`src/rtl/stu_mgr_tx.sv`:
```
// stu_mgr_tx
// Stack-side transmitter for the upstream bus to one manager. Result words
// from the PE-side source are buffered in a small FIFO. Each word is tagged
// with SOM/EOM framing and the OOB data of its packet, then presented to the
// manager over a valid/ready handshake.
//
// Ports
//   clk, reset_poweron          clock, synchronous active-high reset
//   pe__stu__*                  source side: valid/ready, type, data, oob, eom
//   stu__mgr__* / mgr__stu__*   manager side: valid/ready, cntl, type, data, oob
//   stu__sys__pkt_count         packets fully sent (EOM transferred), wraps
//   stu__sys__busy              FIFO non-empty or a packet is mid-flight
//
// Output FSM
//   state   | meaning
//   IDLE    | between packets; the next head word must carry SOM
//   BODY    | SOM sent, waiting for the EOM word of the packet
module stu_mgr_tx #(
    parameter int DATA_W = 64,
    parameter int OOB_W  = 32,
    parameter int TYPE_W = 2,
    parameter int DEPTH  = 4
) (
    input  logic              clk,
    input  logic              reset_poweron,
    input  logic              pe__stu__valid,
    output logic              stu__pe__ready,
    input  logic [TYPE_W-1:0] pe__stu__type,
    input  logic [DATA_W-1:0] pe__stu__data,
    input  logic [OOB_W-1:0]  pe__stu__oob_data,
    input  logic              pe__stu__eom,
    output logic              stu__mgr__valid,
    output logic [1:0]        stu__mgr__cntl,
    input  logic              mgr__stu__ready,
    output logic [TYPE_W-1:0] stu__mgr__type,
    output logic [DATA_W-1:0] stu__mgr__data,
    output logic [OOB_W-1:0]  stu__mgr__oob_data,
    output logic [15:0]       stu__sys__pkt_count,
    output logic              stu__sys__busy
);

    localparam int AW = $clog2(DEPTH);
    localparam int CW = $clog2(DEPTH + 1);
    localparam logic [CW-1:0] DEPTH_C = CW'(DEPTH);

    typedef enum logic {
        ST_IDLE = 1'b0,
        ST_BODY = 1'b1
    } state_t;

    logic [TYPE_W-1:0] r_mem_type [DEPTH];
    logic [DATA_W-1:0] r_mem_data [DEPTH];
    logic [OOB_W-1:0]  r_mem_oob  [DEPTH];
    logic              r_mem_eom  [DEPTH];
    logic              r_mem_som  [DEPTH];

    logic [AW-1:0]     r_wr_ptr;
    logic [AW-1:0]     r_rd_ptr;
    logic [CW-1:0]     r_count;
    logic              r_in_pkt;
    logic [OOB_W-1:0]  r_pkt_oob;
    state_t            r_state;
    logic [15:0]       r_pkt_count;

    logic              w_push;
    logic              w_pop;
    logic              w_valid;
    logic              w_som_in;
    logic [OOB_W-1:0]  w_oob_in;
    logic              w_head_som;
    logic              w_head_eom;

    // Ready looks only at the stored count (plus reset), never at the
    // manager's ready, so there is no combinational path across the block.
    assign stu__pe__ready = !reset_poweron && (r_count < DEPTH_C);

    assign w_push     = pe__stu__valid && stu__pe__ready;
    assign w_valid    = (r_count != '0);
    assign w_pop      = w_valid && mgr__stu__ready;
    assign w_som_in   = !r_in_pkt;
    assign w_oob_in   = w_som_in ? pe__stu__oob_data : r_pkt_oob;
    assign w_head_som = r_mem_som[r_rd_ptr];
    assign w_head_eom = r_mem_eom[r_rd_ptr];

    // Outputs are zeroed when empty so stale FIFO contents never show up
    // after reset or after the FIFO drains.
    assign stu__mgr__valid     = w_valid;
    assign stu__mgr__cntl      = w_valid ? {w_head_eom, w_head_som} : 2'b00;
    assign stu__mgr__type      = w_valid ? r_mem_type[r_rd_ptr] : '0;
    assign stu__mgr__data      = w_valid ? r_mem_data[r_rd_ptr] : '0;
    assign stu__mgr__oob_data  = w_valid ? r_mem_oob[r_rd_ptr]  : '0;
    assign stu__sys__pkt_count = r_pkt_count;
    assign stu__sys__busy      = w_valid || (r_state == ST_BODY);

    // Storage is not reset; the outputs are qualified by the count.
    always_ff @(posedge clk) begin
        if (w_push) begin
            r_mem_type[r_wr_ptr] <= pe__stu__type;
            r_mem_data[r_wr_ptr] <= pe__stu__data;
            r_mem_oob[r_wr_ptr]  <= w_oob_in;
            r_mem_eom[r_wr_ptr]  <= pe__stu__eom;
            r_mem_som[r_wr_ptr]  <= w_som_in;
        end
    end

    always_ff @(posedge clk) begin
        if (reset_poweron) begin
            r_wr_ptr    <= '0;
            r_rd_ptr    <= '0;
            r_count     <= '0;
            r_in_pkt    <= 1'b0;
            r_pkt_oob   <= '0;
            r_state     <= ST_IDLE;
            r_pkt_count <= '0;
        end else begin
            if (w_push) begin
                r_wr_ptr <= r_wr_ptr + AW'(1);
                r_in_pkt <= !pe__stu__eom;
                if (w_som_in) begin
                    r_pkt_oob <= pe__stu__oob_data;
                end
            end
            if (w_pop) begin
                r_rd_ptr <= r_rd_ptr + AW'(1);
            end
            case ({w_push, w_pop})
                2'b10:   r_count <= r_count + CW'(1);
                2'b01:   r_count <= r_count - CW'(1);
                default: r_count <= r_count;
            endcase

            if (w_pop) begin
                if (w_head_eom) begin
                    r_pkt_count <= r_pkt_count + 16'd1;
                end
                case (r_state)
                    ST_IDLE: if (w_head_som && !w_head_eom) r_state <= ST_BODY;
                    ST_BODY: if (w_head_eom) r_state <= ST_IDLE;
                    default: r_state <= ST_IDLE;
                endcase
            end
        end
    end

`ifndef SYNTHESIS
    // A new SOM while a packet is still open cannot be produced by the
    // input framing logic; catch it if it ever happens.
    always @(posedge clk) begin
        if (!reset_poweron && w_pop && (r_state == ST_BODY)) begin
            assert (!w_head_som);
        end
    end
`endif

endmodule

```
`config.mk`:
```
export PLATFORM = sky130hd
export DESIGN_NAME = stu_mgr_tx
export DESIGN_NICKNAME = d
export VERILOG_FILES = /design/src/rtl/stu_mgr_tx.sv
export SDC_FILE = /design/constraint.sdc
export NUM_CORES = 1
export LEC_CHECK = 0
export ABC_CLOCK_PERIOD_IN_PS = 4200
export BUFFER_PORTS_ARGS = -buffer_cell sky130_fd_sc_hd__buf_2
export CAP_MARGIN = 20
export CORE_UTILIZATION = 58
export DETAILED_ROUTE_END_ITERATION = 10
export HOLD_SLACK_MARGIN = 0.15
export PLACE_DENSITY = 0.8
export SYNTH_ARGS = -nofsm -noshare
export SYNTH_HDL_FRONTEND = slang
export SYNTH_SLANG_ARGS = --single-unit
```
`constraint.sdc`:
```
create_clock -name clk -period 4.2 [get_ports clk]
set_input_delay 0.84 -clock clk [delete_from_list [all_inputs] [get_ports clk]]
set_output_delay 0.84 -clock clk [all_outputs]
set_load 0.05 [all_outputs]
```
==> reports/qor.txt <==
Std-Cell Core Area: 29950 um2
most crowded layer after global routing: met2
average wire length per cell after detail routing: 21.60 um
buffering stage count on the worst path with inverters included: 2
final worst clock skew: 0.02648 ns
Post-Route WL: 34910 um
root buffer cell: clkbuf_16
area leader, netlist: edfxtp_1
unrepaired setup endpoints after global routing: false
logic depth of the worst setup path including buffers: 4
worst reg2reg path depth: 4
number of nets still failing antenna checks after routing: 0
vias after detailed routing: 9302
number of sinks on the clock net: 459
most frequent standard cell in the layout excluding fill and tap cells: edfxtp_1
arrival time worst endpoint: 2.64 ns
upper clock frequency limit: 287.3 MHz
worst rel slew slack: 29.81%
global routing met3 resource utilization: 5.056%
number of endpoints failing setup at the final stage: 0
Avg Synthesized Cell Area: 18.72 um2
status: finished, final reports clean
slowest stage cell on the critical path: dfxtp_4
global route overflow: 0
Total GRT Usage: 22.68%
Required @ worst endpoint: 3.36 ns
post-CTS setup-driven buffer insertion count: 0
largest net degree at the start of global routing: 103
main area contributors after synthesis: edfxtp_1, mux4_2, dfxtp_1
total die area: 31470 um2
fillcell total: 1924
worst-path cell chain: buf_4 > mux4_2 > and2_1 > buf_2
most frequent cells in the layout: edfxtp_1, buf_2, and2_1
routability congestion estimate from global placement: 0.7362
hold_buf cts: 0
biggest fanout along the worst timing path: 25
setup_tns: 0 ns
clock tree from TritonCTS: done
H-tree level count: 2
Cell Rows: 63
vertical die dimension: 177.4 um
Final WS setup: 0.7194 ns
post-synth design cell area: 17840 um2
net count reported at finish: 1296
Resized cells post-CTS: 0
maximum count of clock buffers along a single path: 3
die extent in x: 177.4 um
number of buffers created by CTS: 44
leakage power: 7.241 nW
PD cells: 653.8 nW/um2
count of warnings emitted by yosys: 0
post-layout min period: 3.481 ns
CTS clk-pin slew, worst paths: 0.06 ns
number of hold violations in the final report: 0
worst hold path depth: 2
post-synthesis net count: 1063
I/O pin count: 222
synth unique cells: 32
via count of the first global-routing pass: 9544
Seq cells post-synth: 459
wire length of the first global-routing pass: 53680 um
Via-to-Cell Ratio: 5.756
PortBufs: 221
estimated wirelength of the detail-placed design: 20720 um
Synth top area share: 67.32%
Final Cycle Share: 82.87%
Critical Path End Type: primary output
initial antenna violation count: 11
worst-case setup slack after placement: 1.221 ns
synthesized instance count: 953
met1 track utilization from global routing: 30.66%
worst min path class: register to register
met2 track utilization from global routing: 37.52%
Crit Path Category: register to primary output
final count of pins violating max slew: 0
fraction of final layout cells sized beyond drive strength 1: 37.05%
Largest stage delay, worst path: 0.74 ns
maximum vdd ir drop: 0.0004512 V
length of the first detailed-routing pass in iterations: 5
pin slew with the least headroom to its limit: 1.053 ns
family with the most delay on the worst path: flip-flops
Max Cap Violations: 0
residual DRC count: 0
CP startpoint kind: register
initial core utilization: 59.57%
Layout area overhead: 17.21%
violation count after the first detailed-route iteration: 639
Clock Latency Late Sink: 0.54 ns
portion of the post-synthesis area used by sequential elements: 73.94%
==> metal layers <==
layer / part of all wire (%) / wire (um)
met5: 0.25 / 87
met4: 1.7 / 607
met3: 6.7 / 2328
met2: 49 / 17150
met1: 42 / 14740
==> state kept, by name, indices dropped and copies added, names as in the netlist, named ones only <==
register,cells
r_mem_data,256
r_mem_oob,128
r_pkt_oob,32
stu__sys__pkt_count,16
r_mem_type,8
r_mem_eom,4
r_mem_som,4
r_count,3
r_rd_ptr,2
r_wr_ptr,2
r_in_pkt,1
r_state,1
==> cell families (layout without fill, tap and decap cells) <==
logic type	after synthesis	in the layout	synth area share, %
XOR/XNOR	12	12	0.5890
flip-flops	459	459	73.94
AO/OA/AOI/OAI	54	54	1.648
multiplexers	133	133	14.70
buffers and inverters	63	330	1.437
other	0	6	0
adder cells (fa/ha/maj)	7	7	0.5329
AND/OR/NAND/NOR	225	225	7.152
==> layout make-up <==
| class | count | area (um2) | share of cell area [%] |
|---|---|---|---|
| flip-flops and latches | 459 | 13200 | 63.12 |
| inverters | 9 | 33.78 | 0.1615 |
| diodes | 6 | 15.01 | 0.07179 |
| clock buffers | 57 | 1210 | 5.785 |
| well taps | 390 | 488.0 | 2.333 |
| clock inverters | 23 | 176.4 | 0.8436 |
| repair buffers | 241 | 1369 | 6.545 |
| multi-input cells | 431 | 4420 | 21.14 |
==> report_power, final <==
| part | internal (mW) | total, mW | leakage (nW) | switching (mW) |
|---|---|---|---|---|
| clock network | 2.16 | 3.75 | 0.684 | 1.60 |
| logic | 1.42 | 4.47 | 2.44 | 3.05 |
| registers | 5.26 | 5.45 | 4.12 | 0.195 |
| total | 8.83 | 13.7 | 7.24 | 4.84 |
==> worst paths after layout <==
kind	start	endpoint	slack [ns]
max reg2reg	register	stu__sys__pkt_count[15]$_SDFFE_PP0P_	1.77
min	r_pkt_oob[5]$_SDFFE_PP0P_	r_pkt_oob[5]$_SDFFE_PP0P_	0.47
min reg2reg	r_pkt_oob[5]$_SDFFE_PP0P_	r_pkt_oob[5]$_SDFFE_PP0P_	0.47
max	register	stu__mgr__data[35]	0.72
==> worst min-delay path: stages (launching register included) <==
cell and delay, ns:
dfxtp_1 0.31, nand2b_1 0.06, o21ai_0 0.06
==> Yosys cell counts <==
cell,instances
mux4_2,100
buf_2,13
and4_1,1
xnor2_1,2
mux2_2,33
o31ai_1,6
nor2_1,18
inv_1,9
and2_1,103
and3_1,7
nand4_1,5
fa_1,1
clkbuf_1,37
o31a_1,1
ha_1,6
a21oi_1,10
xor2_1,10
dfxtp_1,59
nor2b_1,1
buf_1,3
nand2_1,40
or2_2,1
nand3_1,5
nand2b_1,33
nand3_2,1
a211oi_1,2
buf_4,1
or3_1,3
edfxtp_1,400
or4_1,6
o21ai_0,35
nor4_2,1
==> through the flow <==
step	instances	hold slack, ns	area [um2]	total power, mW	utilization (%)
final	1616	0.4719	20910	13.67	69.82
after CTS	1610	0.4763	20900	13.81	69.77
after global routing	1612	0.4966	20900	14.21	69.79
after global placement	1530	0.4556	19510	10.01	65.14
after floorplan	953	0.4458	17850	8.958	-
after detailed placement	1530	0.4634	19510	10.06	65.14
Note: power is estimated with default switching activity, not from simulation.
